===== src/rtl/run_monitor_dump_if.sv =====
// Bus bundle between the end-of-run controller, the data-memory read port and the dump consumer.
// dump_* is a valid/ready stream: a word moves on every cycle with dump_valid & dump_ready, and the word stays stable while dump_ready is low.
interface run_monitor_dump_if #(
  parameter int DATA_W = 32,
  parameter int ADDR_W = 9
);
  logic              mem_rd_en;
  logic [ADDR_W-1:0] mem_rd_addr;
  logic [DATA_W-1:0] mem_rd_data;
  logic              dump_valid;
  logic              dump_ready;
  logic [DATA_W-1:0] dump_data;
  logic [ADDR_W-1:0] dump_addr;
  logic              dump_last;

  modport master (
    output mem_rd_en, mem_rd_addr, dump_valid, dump_data, dump_addr, dump_last,
    input  mem_rd_data, dump_ready
  );

  modport slave (
    input  mem_rd_en, mem_rd_addr, dump_valid, dump_data, dump_addr, dump_last,
    output mem_rd_data, dump_ready
  );
endinterface


===== src/rtl/run_monitor_dump.sv =====
// End-of-run controller: detects halt or timeout, drains the pipeline, freezes the core
// and streams the data memory out over the dump port.
module run_monitor_dump #(
  parameter int                DATA_W       = 32,
  parameter int                ADDR_W       = 9,
  parameter int                DUMP_WORDS   = 512,
  parameter logic [DATA_W-1:0] HALT_WORD    = DATA_W'(32'h0000_0001),
  parameter int                DRAIN_CYCLES = 4,
  parameter int                TIMEOUT      = 100000,
  parameter int                CNT_W        = 32
) (
  input  logic              clock,
  input  logic              reset_n,
  input  logic              enable,
  input  logic [DATA_W-1:0] instr_d,
  run_monitor_dump_if.master bus,
  output logic              cpu_freeze,
  output logic [CNT_W-1:0]  cycle_count,
  output logic              halted,
  output logic              timed_out,
  output logic              done,
  output logic [2:0]        dbg_state
);

  typedef enum logic [2:0] {
    S_IDLE, S_RUN, S_DRAIN, S_DUMP_RD, S_DUMP_WAIT, S_DUMP_OUT, S_DONE
  } state_t;

  localparam int                DRAIN_W      = (DRAIN_CYCLES > 1) ? $clog2(DRAIN_CYCLES) : 1;
  localparam logic [DRAIN_W-1:0] DRAIN_LAST  = DRAIN_W'((DRAIN_CYCLES > 0) ? DRAIN_CYCLES - 1 : 0);
  localparam bit                NO_DRAIN     = (DRAIN_CYCLES == 0);
  localparam logic [CNT_W-1:0]  TIMEOUT_LAST = CNT_W'(TIMEOUT - 1);
  localparam logic [CNT_W-1:0]  CNT_MAX      = {CNT_W{1'b1}};
  localparam logic [ADDR_W-1:0] LAST_ADDR    = ADDR_W'(DUMP_WORDS - 1);

  state_t              state_q, state_d;
  logic [DRAIN_W-1:0]  drain_q;
  logic [CNT_W-1:0]    count_q;
  logic [ADDR_W-1:0]   rd_addr_q;
  logic [ADDR_W-1:0]   addr_q;
  logic [DATA_W-1:0]   data_q;
  logic                halted_q, timed_out_q, done_q;

  logic                rd_en_c;
  logic [ADDR_W-1:0]   rd_addr_c;
  logic                is_halt, is_timeout, is_last;
  logic [CNT_W-1:0]    count_inc;

  assign is_halt    = (instr_d == HALT_WORD);
  assign is_timeout = (count_q == TIMEOUT_LAST);
  assign is_last    = (addr_q == LAST_ADDR);
  assign count_inc  = (count_q == CNT_MAX) ? count_q : count_q + CNT_W'(1);

  always_comb begin
    state_d   = state_q;
    rd_en_c   = 1'b0;
    rd_addr_c = '0;
    case (state_q)
      S_IDLE: if (enable) state_d = S_RUN;
      S_RUN: begin
        if (is_halt || is_timeout) state_d = NO_DRAIN ? S_DUMP_RD : S_DRAIN;
      end
      S_DRAIN: if (drain_q == DRAIN_LAST) state_d = S_DUMP_RD;
      S_DUMP_RD: begin
        rd_en_c = 1'b1;
        state_d = S_DUMP_WAIT;
      end
      S_DUMP_WAIT: state_d = S_DUMP_OUT;
      S_DUMP_OUT: begin
        if (bus.dump_ready) begin
          if (is_last) begin
            state_d = S_DONE;
          end else begin
            // Next read is issued in the accept cycle so the word rate stays at one per two cycles.
            rd_en_c   = 1'b1;
            rd_addr_c = addr_q + ADDR_W'(1);
            state_d   = S_DUMP_WAIT;
          end
        end
      end
      S_DONE: if (!enable) state_d = S_IDLE;
      default: state_d = S_IDLE;
    endcase
  end

  always_ff @(posedge clock or negedge reset_n) begin
    if (!reset_n) begin
      state_q     <= S_IDLE;
      drain_q     <= '0;
      count_q     <= '0;
      rd_addr_q   <= '0;
      addr_q      <= '0;
      data_q      <= '0;
      halted_q    <= 1'b0;
      timed_out_q <= 1'b0;
      done_q      <= 1'b0;
    end else begin
      state_q <= state_d;
      if (state_q == S_IDLE && state_d == S_RUN) begin
        count_q     <= '0;
        halted_q    <= 1'b0;
        timed_out_q <= 1'b0;
        done_q      <= 1'b0;
      end
      if (state_q == S_RUN) begin
        count_q <= count_inc;
        drain_q <= '0;
        // Halt takes priority when both end conditions land on the same edge.
        if (is_halt)         halted_q    <= 1'b1;
        else if (is_timeout) timed_out_q <= 1'b1;
      end
      if (state_q == S_DRAIN) begin
        count_q <= count_inc;
        drain_q <= drain_q + DRAIN_W'(1);
      end
      if (rd_en_c) rd_addr_q <= rd_addr_c;
      if (state_q == S_DUMP_WAIT) begin
        data_q <= bus.mem_rd_data;
        addr_q <= rd_addr_q;
      end
      if (state_q == S_DUMP_OUT && state_d == S_DONE) done_q <= 1'b1;
    end
  end

  assign bus.mem_rd_en   = rd_en_c;
  assign bus.mem_rd_addr = rd_addr_c;
  assign bus.dump_valid  = (state_q == S_DUMP_OUT);
  assign bus.dump_data   = data_q;
  assign bus.dump_addr   = addr_q;
  assign bus.dump_last   = (state_q == S_DUMP_OUT) && is_last;

  assign cpu_freeze  = (state_q == S_DUMP_RD) || (state_q == S_DUMP_WAIT) ||
                       (state_q == S_DUMP_OUT) || (state_q == S_DONE);
  assign cycle_count = count_q;
  assign halted      = halted_q;
  assign timed_out   = timed_out_q;
  assign done        = done_q;
  assign dbg_state   = state_q;

endmodule

===== src/flat_wrapper.sv =====
// flat-port wrapper written by rule: the top's interface ports become plain ports
module run_monitor_dump_flat 
#(
  parameter int                DATA_W       = 32,
  parameter int                ADDR_W       = 9,
  parameter int                DUMP_WORDS   = 512,
  parameter logic [DATA_W-1:0] HALT_WORD    = DATA_W'(32'h0000_0001),
  parameter int                DRAIN_CYCLES = 4,
  parameter int                TIMEOUT      = 100000,
  parameter int                CNT_W        = 32
)
  (clock, reset_n, enable, instr_d, cpu_freeze, cycle_count, halted, timed_out, done, dbg_state, bus_mem_rd_en, bus_mem_rd_addr, bus_dump_valid, bus_dump_data, bus_dump_addr, bus_dump_last, bus_mem_rd_data, bus_dump_ready);
  run_monitor_dump_if #(.DATA_W(DATA_W), .ADDR_W(ADDR_W)) bus_i ();
  input  logic clock;
  input  logic reset_n;
  input  logic enable;
  input  logic [DATA_W-1:0] instr_d;
  output logic cpu_freeze;
  output logic [CNT_W-1:0] cycle_count;
  output logic halted;
  output logic timed_out;
  output logic done;
  output logic [2:0] dbg_state;
  output wire logic [$bits(bus_i.mem_rd_en)-1:0] bus_mem_rd_en;
  output wire logic [$bits(bus_i.mem_rd_addr)-1:0] bus_mem_rd_addr;
  output wire logic [$bits(bus_i.dump_valid)-1:0] bus_dump_valid;
  output wire logic [$bits(bus_i.dump_data)-1:0] bus_dump_data;
  output wire logic [$bits(bus_i.dump_addr)-1:0] bus_dump_addr;
  output wire logic [$bits(bus_i.dump_last)-1:0] bus_dump_last;
  input wire logic [$bits(bus_i.mem_rd_data)-1:0] bus_mem_rd_data;
  input wire logic [$bits(bus_i.dump_ready)-1:0] bus_dump_ready;
  assign bus_mem_rd_en = bus_i.mem_rd_en;
  assign bus_mem_rd_addr = bus_i.mem_rd_addr;
  assign bus_dump_valid = bus_i.dump_valid;
  assign bus_dump_data = bus_i.dump_data;
  assign bus_dump_addr = bus_i.dump_addr;
  assign bus_dump_last = bus_i.dump_last;
  assign bus_i.mem_rd_data = bus_mem_rd_data;
  assign bus_i.dump_ready = bus_dump_ready;
  run_monitor_dump #(.DATA_W(DATA_W), .ADDR_W(ADDR_W), .DUMP_WORDS(DUMP_WORDS), .HALT_WORD(HALT_WORD), .DRAIN_CYCLES(DRAIN_CYCLES), .TIMEOUT(TIMEOUT), .CNT_W(CNT_W)) u_core (.clock(clock), .reset_n(reset_n), .enable(enable), .instr_d(instr_d), .bus(bus_i), .cpu_freeze(cpu_freeze), .cycle_count(cycle_count), .halted(halted), .timed_out(timed_out), .done(done), .dbg_state(dbg_state));
endmodule

===== config.mk =====
export PLATFORM = sky130hd
export DESIGN_NAME = run_monitor_dump_flat
export DESIGN_NICKNAME = d
export VERILOG_FILES = /design/src/rtl/run_monitor_dump_if.sv /design/src/rtl/run_monitor_dump.sv /design/src/flat_wrapper.sv
export SDC_FILE = /design/constraint.sdc
export NUM_CORES = 1
export LEC_CHECK = 0
export CAP_MARGIN = 20
export CORE_ASPECT_RATIO = 1.1
export CORE_MARGIN = 3
export CORE_UTILIZATION = 45
export DETAILED_ROUTE_END_ITERATION = 7
export PLACE_DENSITY = 0.89
export SYNTH_ARGS = -nofsm -noshare
export SYNTH_HDL_FRONTEND = slang
export SYNTH_SLANG_ARGS = --single-unit

===== constraint.sdc =====
create_clock -name clock -period 2.7 [get_ports clock]
set_input_delay 0.675 -clock clock [delete_from_list [all_inputs] [get_ports clock]]
set_output_delay 0.675 -clock clock [all_outputs]
set_load 0.02 [all_outputs]

==> flow_metrics.tcl, run 1 <==
set metrics [dict create \
    htreeDepth 3 \
    die_h_um 109 \
    cp_top_family "simple AND/OR/NAND/NOR gates" \
    rows 37 \
    ios 160 \
    yosysSeqAreaShare_pct 51.5 \
    grt_pass1_wl_mm 20.9 \
    viasPerCell 5.83 \
    synth_area_um2 4380 \
    worstSetupEndpointType "output pin" \
    fin_skew_ns 0.0220 \
    dpl_cell_area_um2 6310 \
    dp_hpwl_mm 9.80 \
    tightest_slew_ns 0.643 \
    critical_path.max_stage_delay_ns 0.43 \
    maxSlewHeadroom_pct 57.0 \
    synth.top_cell.area_share_pct 51.5 \
    fin_crit_ns 2.69 \
    post-route-cell-area_um2 6670 \
    final_nets 670 \
    cp_data_required_time_ns 2.03 \
    hp-class "input pin to async pin" \
    irDropWorstVdd_v 0.000562 \
    ant_nets 0 \
    core_um2 9400 \
    synth_area_leaders "dfrtp_1 51%, mux2_2 11%, nand2_1 3.2%, mux2i_1 2.3%, nor2_1 2.1%" \
    grt_use_met1_pct 28.2 \
    layout-drive-gt1-share_pct 20.9 \
    multi_input_area_um2 2130 \
    grt_setup_unrepaired "true" \
    cts_buffer_depth 2 \
    final_util_pct 71.0 \
    synth_top_area_cell "dfrtp_1" \
    antenna_found_initial 0 \
    yosys_register_bits 90 \
    insertion_delay_ns 0.37 \
    setup-violations-final 0 \
    cts_root_buf "clkbuf_8" \
    hold_viol 0 \
    postSynth.asyncResetShare_pct 100 \
    path_buf_inv 1 \
    cpMaxStageDelayCell "dfrtp_1" \
    initial_core_util_pct 46.6 \
    grt_pass1_vias 4228 \
    path_clk_slew_ns 0.11 \
    drc_errors 0 \
    globalRouteMet2Util_pct 43.8 \
    final_common_cell "clkdlybuf4s50_1" \
    max-cap-violations 0 \
    drt_iter0_drc 307 \
    diodes 0 \
    fillers 637 \
    grt-busiest-layer "met2" \
    globalplace.congestion 0.909 \
    port-buffer-count 159 \
    clock_sinks 90 \
    hold_buffers 0 \
    grt_util_all_layers_pct 23.9 \
    synth_ff_type "dfrtp_1" \
    grt_max_degree 47 \
    die_area_um2 10900 \
    syn_avg_cell_area_um2 10.8 \
    cts_inserted_buffers 9 \
    syn-num-nets 479 \
    whs_ns 0.293 \
    crit_type "flip-flop to output pin" \
    area_delta_synth_final_pct 52.4 \
    post-route-period-util_pct 99.8 \
    grt_overflow 0 \
    fmax_ghz 0.371 \
    dieWidth_um 100 \
    leakagePower_nw 2.79 \
    synthCells 407 \
    yosysWarnings 0 \
    mostFrequentLayoutCells "147 x clkdlybuf4s50_1, 90 x dfrtp_1, 41 x mux2_2, 37 x nand2_1, 36 x buf_4" \
    wirelength_mm 14.0 \
    critical_path.cell_chain "ha_4, nand3_4, nor2_4, and3_4, ha_4, or2_4, nor2_4, buf_6" \
    crit_fanout 6 \
    grt.met3_usage_pct 3.49 \
    arrival_ns 2.02 \
    crit_path_start_kind "flip-flop" \
    seqCellArea_um2 2250 \
    outcome "complete, no violations" \
    first_pass_iters 4 \
    num_vias 4200 \
    synth-edff-count 0 \
    synth_cell_types 46 \
    cts_tree "built" \
    p_per_area_nw_per_um2 771 \
    drt-wirelength-per-cell_um 19.4 \
    final-max-slew-violation-count 0 \
]
-- path summary, 6_finish.rpt --
| path | startpoint | end | slack (ns) | cells after the start |
|---|---|---|---|---|
| max | u_core.bus.dump_addr[1] | bus_mem_rd_addr[4] | 0.006 | 8 |
| min | reset_n | u_core.bus.dump_data[2] | 0.29 | 1 |
| max reg2reg | u_core.cycle_count[0] | u_core.cycle_count[22] | 0.28 | 6 |
| min reg2reg | u_core.rd_addr_q[5] | u_core.bus.dump_addr[5] | 0.48 | 2 |
| max in group asynchronous | reset_n | u_core.timed_out | 1.73 | 2 |
| min in group clock | u_core.rd_addr_q[5] | u_core.bus.dump_addr[5] | 0.48 | 2 |
-- cells in the mapped netlist (3+ instances only) --
cell type   n
dfrtp_1    90
mux2_2     41
nand2_1    37
nor2_1     25
nand3_1    16
nor4_1     15
a21oi_1    12
nand4_1    12
clkbuf_1   11
o31ai_1    11
mux2i_1    10
o211ai_1   10
o21ai_0    10
inv_1       9
nor3_1      9
a21o_1      8
and4_1      7
xnor2_1     7
or4_1       6
and2_1      5
and3_1      5
or3_1       5
ha_1        4
or2_2       4
buf_2       3
nand2b_1    3
o311ai_0    3
xor2_1      3
-- flip-flops by register name, summed over array words and instances, names as in the netlist --
signal	flops
u_core.bus.dump_data	32
u_core.rd_addr_q	9
u_core.timed_out	1
u_core.dbg_state	3
u_core.halted	1
u_core.drain_q	2
u_core.done	1
u_core.cycle_count	32
u_core.bus.dump_addr	9
-- cell families after synthesis --
family | Yosys count | synth area share (%)
simple gates | 159 | 19.6
compound gates | 68 | 10.6
flops | 90 | 51.5
fa+ha+maj | 4 | 1.14
xor+xnor | 10 | 2.00
buf+inv | 25 | 2.32
mux | 51 | 12.8
-- worst register-to-register path, delay by kind of cell (launching register included) --
kind | cells | cell delay [ns]
simple gates | 4 | 1.49
compound gates | 1 | 0.15
fa+ha+maj | 1 | 0.24
flops | 1 | 0.47
-- metal layers --
layer	vias to the layer above	part of all wire (%)
met2	220	53
met3	29	7.3
met5	-	0
met4	0	2.8
met1	2045	37
li1	1906	-
-- report_power, final --
| part | switching (W) | internal, W | total [W] |
|---|---|---|---|
| Combinational | 0.00108 | 0.00110 | 0.00218 |
| Sequential | 0.000226 | 0.00168 | 0.00190 |
| Clock | 0.000524 | 0.000536 | 0.00106 |
-- repair_timing --
| item | in CTS | in global routing |
|---|---|---|
| buffers inserted | 3 | 3 |
| setup endpoints to repair | 11 | 11 |
| gates resized for setup | 73 | 7 |
| pin swaps | 8 | 6 |
| gates cloned | 0 | 0 |
-- layout make-up --
type | instances | area share [%]
inverters | 9 | 0.506
multi-input cells | 292 | 32.0
flip-flops and latches | 90 | 33.8
clock inverters | 6 | 1.44
repair buffers | 196 | 28.2
well taps | 117 | 2.19
clock buffers | 10 | 1.91
-- stage by stage --
| stage | cells | setup WS [ns] | TNS [ns] | total power, W |
|---|---|---|---|---|
| after CTS | 717 | 0.00179 | 0 | 0.00512 |
| after detailed placement | 698 | -0.355 | -2.72 | 0.00403 |
| after global placement | 698 | -0.317 | -2.45 | 0.00394 |
| after floorplan | 407 | -0.0127 | -0.0634 | 0.00293 |
| after global routing | 720 | -0.0413 | -0.134 | 0.00538 |
| final | 720 | 0.00570 | 0 | 0.00515 |
Note: power is estimated with default switching activity, not from simulation.
==> inputs of run 2 (changes only) <==
- ABC_AREA: not set -> 1
- CORE_UTILIZATION: 45 -> 47
==> flow_metrics.tcl, run 2 <==
set metrics [dict create \
    p_per_area_nw_per_um2 672 \
    dp_hpwl_mm 11.7 \
    yosys-top-cells-count "297 x nand2_1, 90 x dfrtp_1, 86 x nor2_1" \
    yosys_register_bits 90 \
    synth_area_leaders "dfrtp_1 45%, nand2_1 22%, nor2_1 6.4%, inv_1 4.2%, o21ai_2 3.1%" \
    rows 39 \
    grt_pass1_vias 5149 \
    fin_skew_ns 0.0105 \
    synthCells 702 \
    initial_core_util_pct 48.5 \
    cts_tree "built" \
    postSynth.asyncResetShare_pct 100 \
    irDropWorstVdd_v 0.000347 \
    layout-drive-gt1-share_pct 13.4 \
    max-cap-violations 0 \
    grt_overflow 0 \
    htreeDepth 3 \
    die_area_um2 12000 \
    yosysSeqAreaShare_pct 44.5 \
    clock_sinks 90 \
    core_um2 10400 \
    setup-violations-final 10 \
    viasPerCell 5.14 \
    num_vias 5305 \
    synth-edff-count 0 \
    drc_errors 0 \
    grt_setup_unrepaired "true" \
    path_clk_slew_ns 0.07 \
    cp_data_required_time_ns 2.03 \
    leakagePower_nw 3.37 \
    yosysWarnings 0 \
    cts_buffer_depth 2 \
    r2r_cells 15 \
    final_common_cell "nand2_1" \
    crit_type "flip-flop to output pin" \
    drt_iter0_drc 457 \
    first_pass_iters 6 \
    totalPowerFinal_w 0.00491 \
    whs_ns 0.253 \
    antenna_found_initial 0 \
    ant_nets 0 \
    post-route-period-util_pct 106 \
    crit_fanout 6 \
    grt_util_all_layers_pct 26.4 \
    rrSetupSlack_ns 0.38 \
    area_delta_synth_final_pct 44.6 \
    final_nets 958 \
    diodes 0 \
    worstSetupEndpointType "output pin" \
    mostFrequentLayoutCells "297 x nand2_1, 146 x clkdlybuf4s50_1, 90 x dfrtp_1, 78 x nor2_1, 54 x inv_1" \
    synth_ff_type "dfrtp_1" \
    synth_top_area_cell "dfrtp_1" \
    tightest_slew_ns 0.583 \
    syn_avg_cell_area_um2 7.21 \
    drt-wirelength-per-cell_um 15.7 \
    synth.top_cell.area_share_pct 44.5 \
    hold_viol 0 \
    synth_area_um2 5060 \
    port-buffer-count 159 \
    arrival_ns 2.17 \
    synth.most_common_cell "nand2_1" \
    hp-class "input pin to async pin" \
    fin_crit_ns 2.85 \
    fin_ws_ns -0.149 \
    dieWidth_um 105 \
    cts_root_buf "clkbuf_16" \
    grt_pass1_wl_mm 25.3 \
    insertion_delay_ns 0.35 \
    syn-num-nets 774 \
    ios 160 \
    cts_inserted_buffers 9 \
    worstReg2RegStart "u_core.bus.dump_addr[0]" \
    maxSlewHeadroom_pct 61.1 \
    failed_checks "setup timing" \
    die_h_um 115 \
    grt_max_degree 63 \
    crit_path_start_kind "flip-flop" \
    globalplace.congestion 1.03 \
    fmax_ghz 0.351 \
    synth_cell_types 34 \
    wirelength_mm 16.2 \
    final-max-slew-violation-count 0 \
    outcome "finished, violations left" \
    r2r-end "u_core.rd_addr_q[4]" \
]
-- run 2: report_power, final --
group	switching, W	internal (W)	total [W]	leakage [nW]
Combinational	0.00101	0.000808	0.00182	2.19
Clock	0.000537	0.000626	0.00116	0.129
Sequential	0.000364	0.00157	0.00193	1.05
-- run 2: worst max-delay path: stages (launching register included) --
cell and delay, ns:
dfrtp_1 0.36, ha_2 0.19, nand3_2 0.08, nor2_2 0.14, nand3_1 0.10, nor2_1 0.14, ha_2 0.24, nor2_4 0.06
inv_2 0.06, nor2_4 0.04, inv_4 0.09, buf_8 0.14, nor2_4 0.05, buf_6 0.14
-- run 2: worst max path at each step --
stage | cells after the start | end | slack [ns] | start
after floorplan | 12 | bus_mem_rd_addr[5] | -0.02 | u_core.bus.dump_addr[0]
after global placement | 8 | bus_mem_rd_addr[4] | -0.41 | bus_dump_ready
after detailed placement | 8 | bus_mem_rd_addr[4] | -0.49 | bus_dump_ready
after CTS | 12 | bus_mem_rd_addr[4] | -0.06 | u_core.bus.dump_addr[1]
after global routing | 13 | bus_mem_rd_addr[3] | -0.26 | u_core.bus.dump_addr[0]
final | 13 | bus_mem_rd_addr[3] | -0.15 | u_core.bus.dump_addr[0]
-- run 2: repair_timing --
action,4_1_cts,5_1_grt
setup buffers,4,5
hold buffers,0,0
gates resized for setup,60,22
pin swaps,5,9
endpoints found under the setup margin,12,11
-- run 2: layout make-up --
| type | instances | area [µm²] |
|---|---|---|
| inverters | 63 | 239 |
| repair buffers | 192 | 1850 |
| flip-flops and latches | 90 | 2250 |
| fillers | 802 | 3130 |
| clock inverters | 5 | 38.8 |
| clock buffers | 10 | 229 |
| multi-input cells | 530 | 2530 |
| well taps | 143 | 179 |
-- run 2: cells by family (layout without fill, tap and decap cells) --
| logic type | Yosys count | count (layout) | share of synthesized area, % |
|---|---|---|---|
| adder cells (fa/ha/maj) | 4 | 4 | 0.989 |
| AND/OR/NAND/NOR | 451 | 451 | 37.1 |
| AO/OA/AOI/OAI | 58 | 58 | 7.69 |
| XOR/XNOR | 17 | 17 | 2.94 |
| buffers and inverters | 82 | 270 | 6.78 |
| flip-flops | 90 | 90 | 44.5 |
-- run 2: metrics by stage --
stage / TNS [ns] / utilization [%] / instance area, µm² / setup slack (ns) / instances
after floorplan: -0.0568 / - / 5060 / -0.0205 / 702
after global placement: -2.81 / 66.2 / 6920 / -0.414 / 1009
after detailed placement: -3.38 / 66.2 / 6920 / -0.488 / 1009
after CTS: -0.216 / 69.2 / 7230 / -0.0612 / 1028
after global routing: -2.09 / 70.1 / 7320 / -0.255 / 1033
final: -1.04 / 70.1 / 7320 / -0.149 / 1033
-- run 2: layer usage --
| layer | vias to the layer above | wire, µm | global-route usage [%] |
|---|---|---|---|
| met2 | 264 | 8070 | 45.3 |
| met1 | 2434 | 6110 | 31.2 |
| met5 | - | 0 | 0 |
| met3 | 50 | 1430 | 7.24 |
| li1 | 2557 | - | - |
| met4 | 0 | 586 | 11.5 |
==> inputs of run 3 (changes only) <==
- REMOVE_ABC_BUFFERS: not set -> 1
==> flow_metrics.tcl, run 3 (synthesis results as in run 2) <==
set metrics [dict create \
    final_common_cell "nand2_1" \
    core_um2 10400 \
    switchingPower_w 0.00198 \
    hold_buffers 0 \
    dieWidth_um 105 \
    clkPwrFrac_pct 25.2 \
    cp_data_required_time_ns 2.03 \
    hold_viol 0 \
    worstSetupEndpointType "output pin" \
    dp_hpwl_mm 11.5 \
    grt_pass1_wl_mm 25.5 \
    grt_setup_unrepaired "true" \
    ant_nets 0 \
    fillers 785 \
    maxSlewHeadroom_pct 52.5 \
    area_delta_synth_final_pct 46.7 \
    grt_max_degree 56 \
    final-max-slew-violation-count 0 \
    totalPowerFinal_w 0.00504 \
    fin_ws_ns -0.141 \
    grt_overflow 0 \
    drt-wirelength-per-cell_um 16.4 \
    initial_core_util_pct 48.5 \
    cts_buffer_depth 2 \
    irDropWorstVdd_v 0.000394 \
    first_pass_iters 6 \
    leakagePower_nw 3.43 \
    antenna_found_initial 0 \
    cp_top_family "simple AND/OR/NAND/NOR gates" \
    cts_inserted_buffers 9 \
    diodes 0 \
    post-route-period-util_pct 105 \
    crit_top_cell "nor2_4" \
    fin_skew_ns 0.0101 \
    p_per_area_nw_per_um2 679 \
    path_buf_inv 4 \
    drt_iter0_drc 589 \
    setup-violations-final 10 \
    die_area_um2 12000 \
    max-cap-violations 0 \
    crit_type "flip-flop to output pin" \
    wirelength_mm 17.1 \
    num_vias 5571 \
    cts_tree "built" \
    wl_met3_mm 1.58 \
    clock_sinks 90 \
    fmax_ghz 0.352 \
    top_layer_used "met4" \
    cts_root_buf "clkbuf_16" \
    insertion_delay_ns 0.35 \
    htreeDepth 3 \
    failed_checks "setup timing" \
    drc_errors 0 \
    final_nets 964 \
    crit_path_start_kind "flip-flop" \
    met1_length_mm 6.50 \
    viasPerCell 5.36 \
    tightest_slew_ns 0.713 \
    grt_util_all_layers_pct 26.3 \
    internal_power_w 0.00307 \
    hp-class "input pin to async pin" \
    wl_met2_mm 8.13 \
    seqPwrFrac_pct 38.5 \
    layout-drive-gt1-share_pct 14.4 \
    crit_fanout 6 \
    grt_pass1_vias 5219 \
    fin_crit_ns 2.84 \
    path_clk_slew_ns 0.07 \
    cpMaxStageDelayCell "dfrtp_1" \
    die_h_um 115 \
    port-buffer-count 159 \
    fin_tns_setup_ns -0.873 \
    ios 160 \
    comb_power_share_pct 36.3 \
    critical_path.max_stage_delay_ns 0.40 \
    mostFrequentLayoutCells "296 x nand2_1, 145 x clkdlybuf4s50_1, 90 x dfrtp_1, 79 x nor2_1, 54 x inv_1" \
    outcome "finished, violations left" \
    rows 39 \
    critical_path.cell_chain "ha_4, nand3_4, nor2_4, nand3_2, nor2_1, ha_2, nor2_4, inv_2, nor2_4, inv_4, buf_6, nand2_4, buf_6" \
    switching_share_pct 39.2 \
    arrival_ns 2.17 \
    globalplace.congestion 0.951 \
]
[run 3: worst paths after layout]
kind / startpoint / end / slack (ns) / depth (start not counted)
setup reg to reg: u_core.bus.dump_addr[1] / u_core.rd_addr_q[8] / 0.45 / 16
hold / removal: reset_n / u_core.rd_addr_q[5] / 0.37 / 1
min in group clock: u_core.bus.dump_data[4] / u_core.bus.dump_data[4] / 0.47 / 2
max in group asynchronous: reset_n / u_core.bus.dump_data[18] / 1.68 / 2
hold reg to reg: u_core.bus.dump_data[4] / u_core.bus.dump_data[4] / 0.47 / 2
setup / recovery: u_core.bus.dump_addr[1] / bus_mem_rd_en / -0.14 / 13
[run 3: final cells by class]
type / instances / area, µm² / share of cell area, %
multi-input combinational: 530 / 2570 / 34.6
sequential: 90 / 2250 / 30.3
timing repair buffer: 198 / 1890 / 25.4
clock buffer: 11 / 253 / 3.40
inverter: 63 / 239 / 3.22
tap: 143 / 179 / 2.41
clock inverter: 5 / 46.3 / 0.624
[run 3: timing repair]
item / 4_1_cts / 5_1_grt
endpoints found under the setup margin: 12 / 11
buffers inserted: 8 / 6
pin swaps: 6 / 5
resized for setup: 63 / 24
[run 3: per-layer routing]
| layer | GRT usage (%) | vias up |
|---|---|---|
| li1 | - | 2572 |
| met1 | 32.1 | 2541 |
| met2 | 43.7 | 364 |
| met3 | 7.13 | 94 |
| met4 | 12.6 | 0 |
| met5 | 0 | - |
[run 3: power groups by stage]
stage | registers (W) | clock network, W | logic, W
finish | 0.00194 | 0.00127 | 0.00183
global route | 0.00198 | 0.00134 | 0.00200
CTS | 0.00193 | 0.00127 | 0.00183
detailed placement | 0.00195 | 0 | 0.00182
global placement | 0.00195 | 0 | 0.00177
floorplan | 0.00211 | 0 | 0.000811
[run 3: stage by stage]
step / setup slack (ns) / utilization, % / instances / instance area [µm²] / hold slack [ns]
after global placement: -0.408 / 66.3 / 1010 / 6920 / 0.452
final: -0.141 / 71.1 / 1040 / 7420 / 0.368
after CTS: -0.123 / 69.9 / 1034 / 7300 / 0.400
after floorplan: -0.788 / - / 683 / 4950 / 0.379
after global routing: -0.207 / 71.1 / 1040 / 7420 / 0.411
after detailed placement: -0.442 / 66.3 / 1010 / 6920 / 0.457
